==> config.mk <==
export PLATFORM = sky130hd
export DESIGN_NAME = cfi_response_ctrl
export DESIGN_NICKNAME = d
export VERILOG_FILES = /design/src/rtl/cfi_response_ctrl.sv
export SDC_FILE = /design/constraint.sdc
export NUM_CORES = 1
export LEC_CHECK = 0
export ABC_AREA = 1
export BUFFER_PORTS_ARGS = -buffer_cell sky130_fd_sc_hd__buf_4
export CAP_MARGIN = 20
export CORE_MARGIN = 5
export CORE_UTILIZATION = 30
export DETAILED_ROUTE_END_ITERATION = 10
export GPL_ROUTABILITY_DRIVEN = 0
export SLEW_MARGIN = 20
export SYNTH_ARGS = -nofsm -noshare
export SYNTH_HDL_FRONTEND = slang
export SYNTH_SLANG_ARGS = --single-unit
==> constraint.sdc <==
create_clock -name clk_i -period 4.02 [get_ports clk_i]
set_clock_uncertainty 0.15 [all_clocks]
set_input_delay 0.201 -clock clk_i [delete_from_list [all_inputs] [get_ports clk_i]]
set_output_delay 0.201 -clock clk_i [all_outputs]
set_load 0.005 [all_outputs]
==> src/rtl/cfi_response_ctrl.sv <==
// cfi_response_ctrl: CFI violation response FSM (log/halt/trap/timeout/fatal) with lockable config; CFI_VIOL_COUNTER_EN adds viol_cnt_o
module cfi_response_ctrl #(
  parameter int TIMEOUT = 64,
  parameter int CNT_W = 16
) (
  input  logic        clk_i,
  input  logic        rst_i,
  input  logic        cfg_en_i,
  input  logic        cfg_mode_i,
  input  logic        cfg_lock_i,
  input  logic        violation_i,
  input  logic [63:0] viol_pc_i,
  input  logic        trap_ack_i,
  input  logic        clear_i,
  output logic        monitor_rst_o,
  output logic        commit_halt_o,
  output logic        trap_req_o,
  output logic [63:0] trap_tval_o,
  output logic        alarm_o,
  output logic [2:0]  state_o
`ifdef CFI_VIOL_COUNTER_EN
  ,
  output logic [CNT_W-1:0] viol_cnt_o
`endif
);
  typedef enum logic [2:0] {IDLE = 3'd0, ARMED = 3'd1, HALT = 3'd2, TRAP = 3'd3, WAIT_CLR = 3'd4, FATAL = 3'd5} state_t;
  localparam int TW = $clog2(TIMEOUT + 1);
  state_t state, nxt;
  logic lock, en_eff, mode_eff, viol, cap, mrst, halt, trq, alm;
  logic [TW-1:0] wcnt;
  always_comb begin
    viol = state == ARMED && violation_i;
    cap  = viol && mode_eff;
    mrst = state == IDLE || state == WAIT_CLR || (viol && !mode_eff);
    halt = state == HALT || state == TRAP || state == FATAL;
    trq  = state == TRAP;
    alm  = state == FATAL;
    nxt  = state;
    case (state)
      IDLE:     nxt = en_eff ? ARMED : IDLE;
      ARMED:    nxt = violation_i ? (mode_eff ? HALT : ARMED) : (en_eff ? ARMED : IDLE);
      HALT:     nxt = TRAP;
      TRAP:     nxt = trap_ack_i ? WAIT_CLR : (wcnt == TW'(TIMEOUT - 1) ? FATAL : TRAP);
      WAIT_CLR: nxt = clear_i ? ARMED : WAIT_CLR;
      FATAL:    nxt = FATAL;
      default:  nxt = IDLE;
    endcase
  end
  always_ff @(posedge clk_i) begin
    if (rst_i) begin
      state         <= IDLE;
      lock          <= 1'b0;
      en_eff        <= 1'b0;
      mode_eff      <= 1'b0;
      wcnt          <= '0;
      monitor_rst_o <= 1'b1;
      commit_halt_o <= 1'b0;
      trap_req_o    <= 1'b0;
      trap_tval_o   <= '0;
      alarm_o       <= 1'b0;
      state_o       <= 3'd0;
    end else begin
      state         <= nxt;
      lock          <= lock | cfg_lock_i;
      en_eff        <= lock ? en_eff : cfg_en_i;
      mode_eff      <= lock ? mode_eff : cfg_mode_i;
      wcnt          <= state == TRAP ? wcnt + 1'b1 : '0;
      trap_tval_o   <= cap ? viol_pc_i : trap_tval_o;
      monitor_rst_o <= mrst;
      commit_halt_o <= halt;
      trap_req_o    <= trq;
      alarm_o       <= alm;
      state_o       <= state;
    end
  end
`ifdef CFI_VIOL_COUNTER_EN
  always_ff @(posedge clk_i) begin
    if (rst_i) viol_cnt_o <= '0;
    else if (viol && !(&viol_cnt_o)) viol_cnt_o <= viol_cnt_o + 1'b1;
  end
`else
  localparam int unused_cnt_w = CNT_W;
`endif
endmodule

; After elaboration in Yosys (flattened, before gate mapping)
; Index checks and enable logic that the tools add are counted.
[classes]
mux = 7
eq_ne = 6
n_reduce_logical = 10
n_addsub = 1
bitwise_logic = 2
[op_table]
columns = cell, count
row1 = 3-bit case mux with 6 select lines, 1
row2 = 3-bit two-way mux, 3
row3 = 7-bit by 1-bit adder with 7-bit output (second input constant), 1
row4 = 7-bit by 6-bit == test with 1-bit output (second input constant), 1
row5 = 3-bit by 2-bit == test with 1-bit output (second input constant), 2
row6 = 3-bit == test (second input constant), 2
row7 = 1-bit logical OR, 4
row8 = 2-bit two-way mux, 2
row9 = 3-bit by 1-bit == test with 1-bit output (second input constant), 1
row10 = 1-bit logical AND, 3
row11 = 3-bit zero test, 1
row12 = 2-bit OR reduction, 1
row13 = 1-bit zero test, 1
row14 = 1-bit two-way mux, 1
row15 = 1-bit inverter, 1
row16 = 1-bit OR, 1
[totals]
ff_bits = 84
output_inout_bits = 71
in_bits = 72

; Depth between registers and ports, before layout
[logic_depth]
word_depth = 4
mapped_depth = 8
depth_no_buf = 8

; Worst setup path before layout
; Ideal clock, no wire load.
[synth_timing]
path_type = reg2reg
from = register state[2]
to = register trap_tval_o[0]
t_arrival_ns = 0.994
stages_incl_launch_ff = 8
path_slack_ns = 2.760
setup_ns = 0.116
required_time_ns = 3.754
period_less_slack_ns = 1.260
path_buffers = 2
cell_sequence = dfxtp_1 -> inv_2 -> nand3_2 -> nor2_2 -> buf_6 -> buf_6 -> o21ai_0 -> nor2_1
[synth_via]
elab_chain_len = 3
[synth_lines]
columns = element, line_no
row1 = start: declaration, 28  ; state_t state, nxt;
row2 = start signal: assignment, 63  ; state <= nxt;
row3 = 3-bit by 1-bit == test with 1-bit output, 32  ; viol = state == ARMED && violation_i;
row4 = 1-bit logical AND, 32
row5 = 1-bit logical AND, 33  ; cap = viol && mode_eff;
row6 = end signal: assignment, 68  ; trap_tval_o <= cap ? viol_pc_i : trap_tval_o;
row7 = end: declaration, 18  ; output logic [63:0] trap_tval_o,
; No other way between the ends.
; A chain may end at the register's enable or synchronous reset.

==> results.md <==
- Tightest Pin Transition: 859 ps
- Antenna violations before repair: 0
- Post-layout minimum cycle time: around 2100 ps
- # setup viols final: 0
- Syn avg cell area: 8.01 µm²
- Hold path depth: 5
- GRT overflow: 0
- DRT Pass-1 Iters: 4
- Seq cells post-synth: 84
- Worst R2R Start: state[0]$_SDFF_PP0_
- CTS tree: done
- CTS sink cnt: 84
- Arrival time at the worst endpoint: 2270 ps
- CP endpoint kind: register
- ANT cells: 0
- Vias in the first global route: 3088
- CTS clock-pin slew for the worst setup and hold paths: around 90 ps
- Worst path top cell family by delay: buffers and inverters
- CP peak stage delay: ~640 ps
- Worst path cell trace: dlygate4sd3_1 -> buf_4 -> inv_1 -> buf_4 -> o21ai_0 -> nor2_1
- Area share of the largest cell type after synthesis: 55.5%
- Via count: about 3100
- Final Cycle Share: 53.5%
- Root Buffer Master: clkbuf_8
- Hold Violations, Final: 0
- Number of fill cells in the layout: 917
- Area overhead of the layout relative to synthesis: 66.1%
- Max-Cap Viols: 0
- Die width: 110 µm
- Gr usage total: roughly 15%
- Core ar.: 9820 µm²
- FP Rows: 36
- CP max stage cell: inv_1
- Post-synth EDFFs: 0
- Worst Path Max Fanout: 34
- Distinct cell type count after synthesis: 21
- Primary FF master, synth: dfxtp_1
- Largest area contributor in the netlist: dfxtp_1
- Global Route met3 Usage: 4.10%
- Deepest clock path buffer count: 2
- Sequential area share after synthesis: 55.5%
- Syn Nets: 451
- Total leakage power: about 2.4 nW
- Post-synth top cells: nor2_1 (155), dfxtp_1 (84), o21ai_0 (54)
- Rel. slew slack: 42.6%
- Fin nets: 655
- Synth async-reset ratio: 0%
- Beginning of the worst hold path: clear_i
- Pin count of the biggest net entering global routing: 66
- Slew Limit Fails: 0
- Peak supply drop: 0.191 mV
- Worst Hold Class: primary input to register
- Flop2flop setup slack: 1960 ps
- Drt drc: 0
- Max Freq: between 0.4 and 0.5 GHz
- Reg2reg end: trap_tval_o[62]$_SDFFE_PP0P_
- Port bufs: around 140
- Initial Utilization: between 30% and 40%
- CP required: 4140 ps
- Startpoint types: primary input
- H-tree levels: 3
- Global-route wire length before repair: 15300 µm
- Post-Synthesis Cells: 378
- DPL Wire Length: 5740 µm
- Met1 Use GR: 18.2%
- WS Path Type: primary input to register
- Layout cell share with drive strength beyond 1: 28.5%
- DR WL/cell: 12.6 µm
- Pwr dens: approximately 330 nW/µm²
- RSZ-0062 raised after global routing: false
- Crit path from: rst_i
- Final WL: 9030 µm
- Via density per instance: 4.35
- Top cells by area, synth: dfxtp_1 (56%), nor2_1 (19%), o21ai_0 (8.9%)
- Bufs and invs on worst path: 4
- WHS: 94.3 ps
- Initial drt markers: ~140
- I/O pin total: 143
- YS warnings: 0
- Met2 Use GR: 24.9%
- Outcome: completed
- Most frequent CP cell: buf_4
- Die extent in y: 110 µm
- Die Area: 12200 µm²
- Top-count cell post-synth: nor2_1
- Setup bufs post-CTS: 0
- Setup_tns: 0 ps
- R2R cell count: 5
- Post-route ant nets: 0
- Clock latency on the worst-skew pair: 340 ps
- Mapped cell area: 3030 µm²
- CTS Buf Count: 9
- WHS Endpoint: state[0]$_SDFF_PP0_
- GRT busiest layer: met2
==> power breakdown <==
group          leakage, nW  switching [mW]  internal (mW)
Sequential           0.679          0.0119          0.851
Combinational         1.63          0.0673          0.121
Clock                0.101           0.282          0.335
==> how the worst max path moves through the flow <==
stage                                         endpoint  slack, ps  cells past startpoint
final                     trap_tval_o[16]$_SDFFE_PP0P_       1870                      6
after global routing      trap_tval_o[39]$_SDFFE_PP0P_       1610                      6
after CTS                 trap_tval_o[16]$_SDFFE_PP0P_       1890                      6
after detailed placement  trap_tval_o[62]$_SDFFE_PP0P_       1950                      5
after global placement             state[1]$_SDFF_PP0_       1910                      7
after floorplan            trap_tval_o[0]$_SDFFE_PP0P_       2760                      7
==> stage by stage <==
step / utilization (%) / setup slack [ps] / instance area [µm²] / std cells / power [mW]
after floorplan: - / 2760 / 3030 / 378 / 0.927
after global placement: 41.8 / 1910 / 4100 / 633 / 1.01
after detailed placement: 41.8 / 1950 / 4110 / 633 / 1.01
after CTS: 51.2 / 1890 / 5030 / 719 / 1.69
after global routing: 51.2 / 1610 / 5030 / 719 / 1.75
final: 51.2 / 1870 / 5030 / 719 / 1.67
==> cell families after synthesis <==
kind of cell / Yosys count / share of synthesized area (%)
buffers and inverters: 36 / 7.56
DFF: 84 / 55.5
and+or+nand+nor: 177 / 23.0
xor gates and xnor gates: 1 / 0.289
AOI/OAI and AO/OA: 79 / 13.2
adders and majority gates: 1 / 0.413
==> placed cells by master (no fill, tap or decap), drive strengths merged <==
| cell type | instances |
|---|---|
| clkinvlp | 2 |
| o22ai | 1 |
| clkbuf | 12 |
| o31ai | 1 |
| dlygate4sd3 | 71 |
| inv | 14 |
| nor2 | 156 |
| ha | 1 |
| dfxtp | 84 |
| nor3 | 1 |
| a21oi | 6 |
| buf | 144 |
| bufinv | 1 |
| nor3b | 1 |
| nand2 | 14 |
| nand3 | 5 |
| xor2 | 1 |
| o21ai | 71 |
==> flip-flops by register name (all words and copies together), names as in the netlist <==
name and count:
commit_halt_o 1, lock 1, state_o 3, trap_req_o 1, en_eff 1, trap_tval_o 64, mode_eff 1, wcnt 7
monitor_rst_o 1, state 3, alarm_o 1
==> worst register-to-register path: stages (launching register included) <==
cell	delay, ps
dfxtp_1	450
nand3_2	150
nor2_4	520
buf_4	440
o21ai_0	140
nor2_1	140
==> final cells by class <==
| cell class | instances | area, µm² | area share (%) |
|---|---|---|---|
| well taps | 133 | 166 | 3.31 |
| multi-input cells | 258 | 1130 | 22.4 |
| inverters | 14 | 52.6 | 1.04 |
| clock buffers | 12 | 165 | 3.28 |
| flip-flops and latches | 84 | 1680 | 33.4 |
| clock inverters | 3 | 45.0 | 0.896 |
| repair buffers | 215 | 1790 | 35.6 |
==> metal layers <==
| metal | vias up | share of wire, % |
|---|---|---|
| met5 | - | 0 |
| met4 | 0 | 1.9 |
| li1 | 1602 | - |
| met3 | 15 | 5.3 |
| met1 | 1407 | 42 |
| met2 | 105 | 50 |
==> timing repair <==
item,4_1_cts,5_1_grt
hold buffers,71,0
hold endpoints to repair,76,0
gates resized for setup,0,0
setup endpoints to repair,0,0
(Power assumes the default switching activity.)
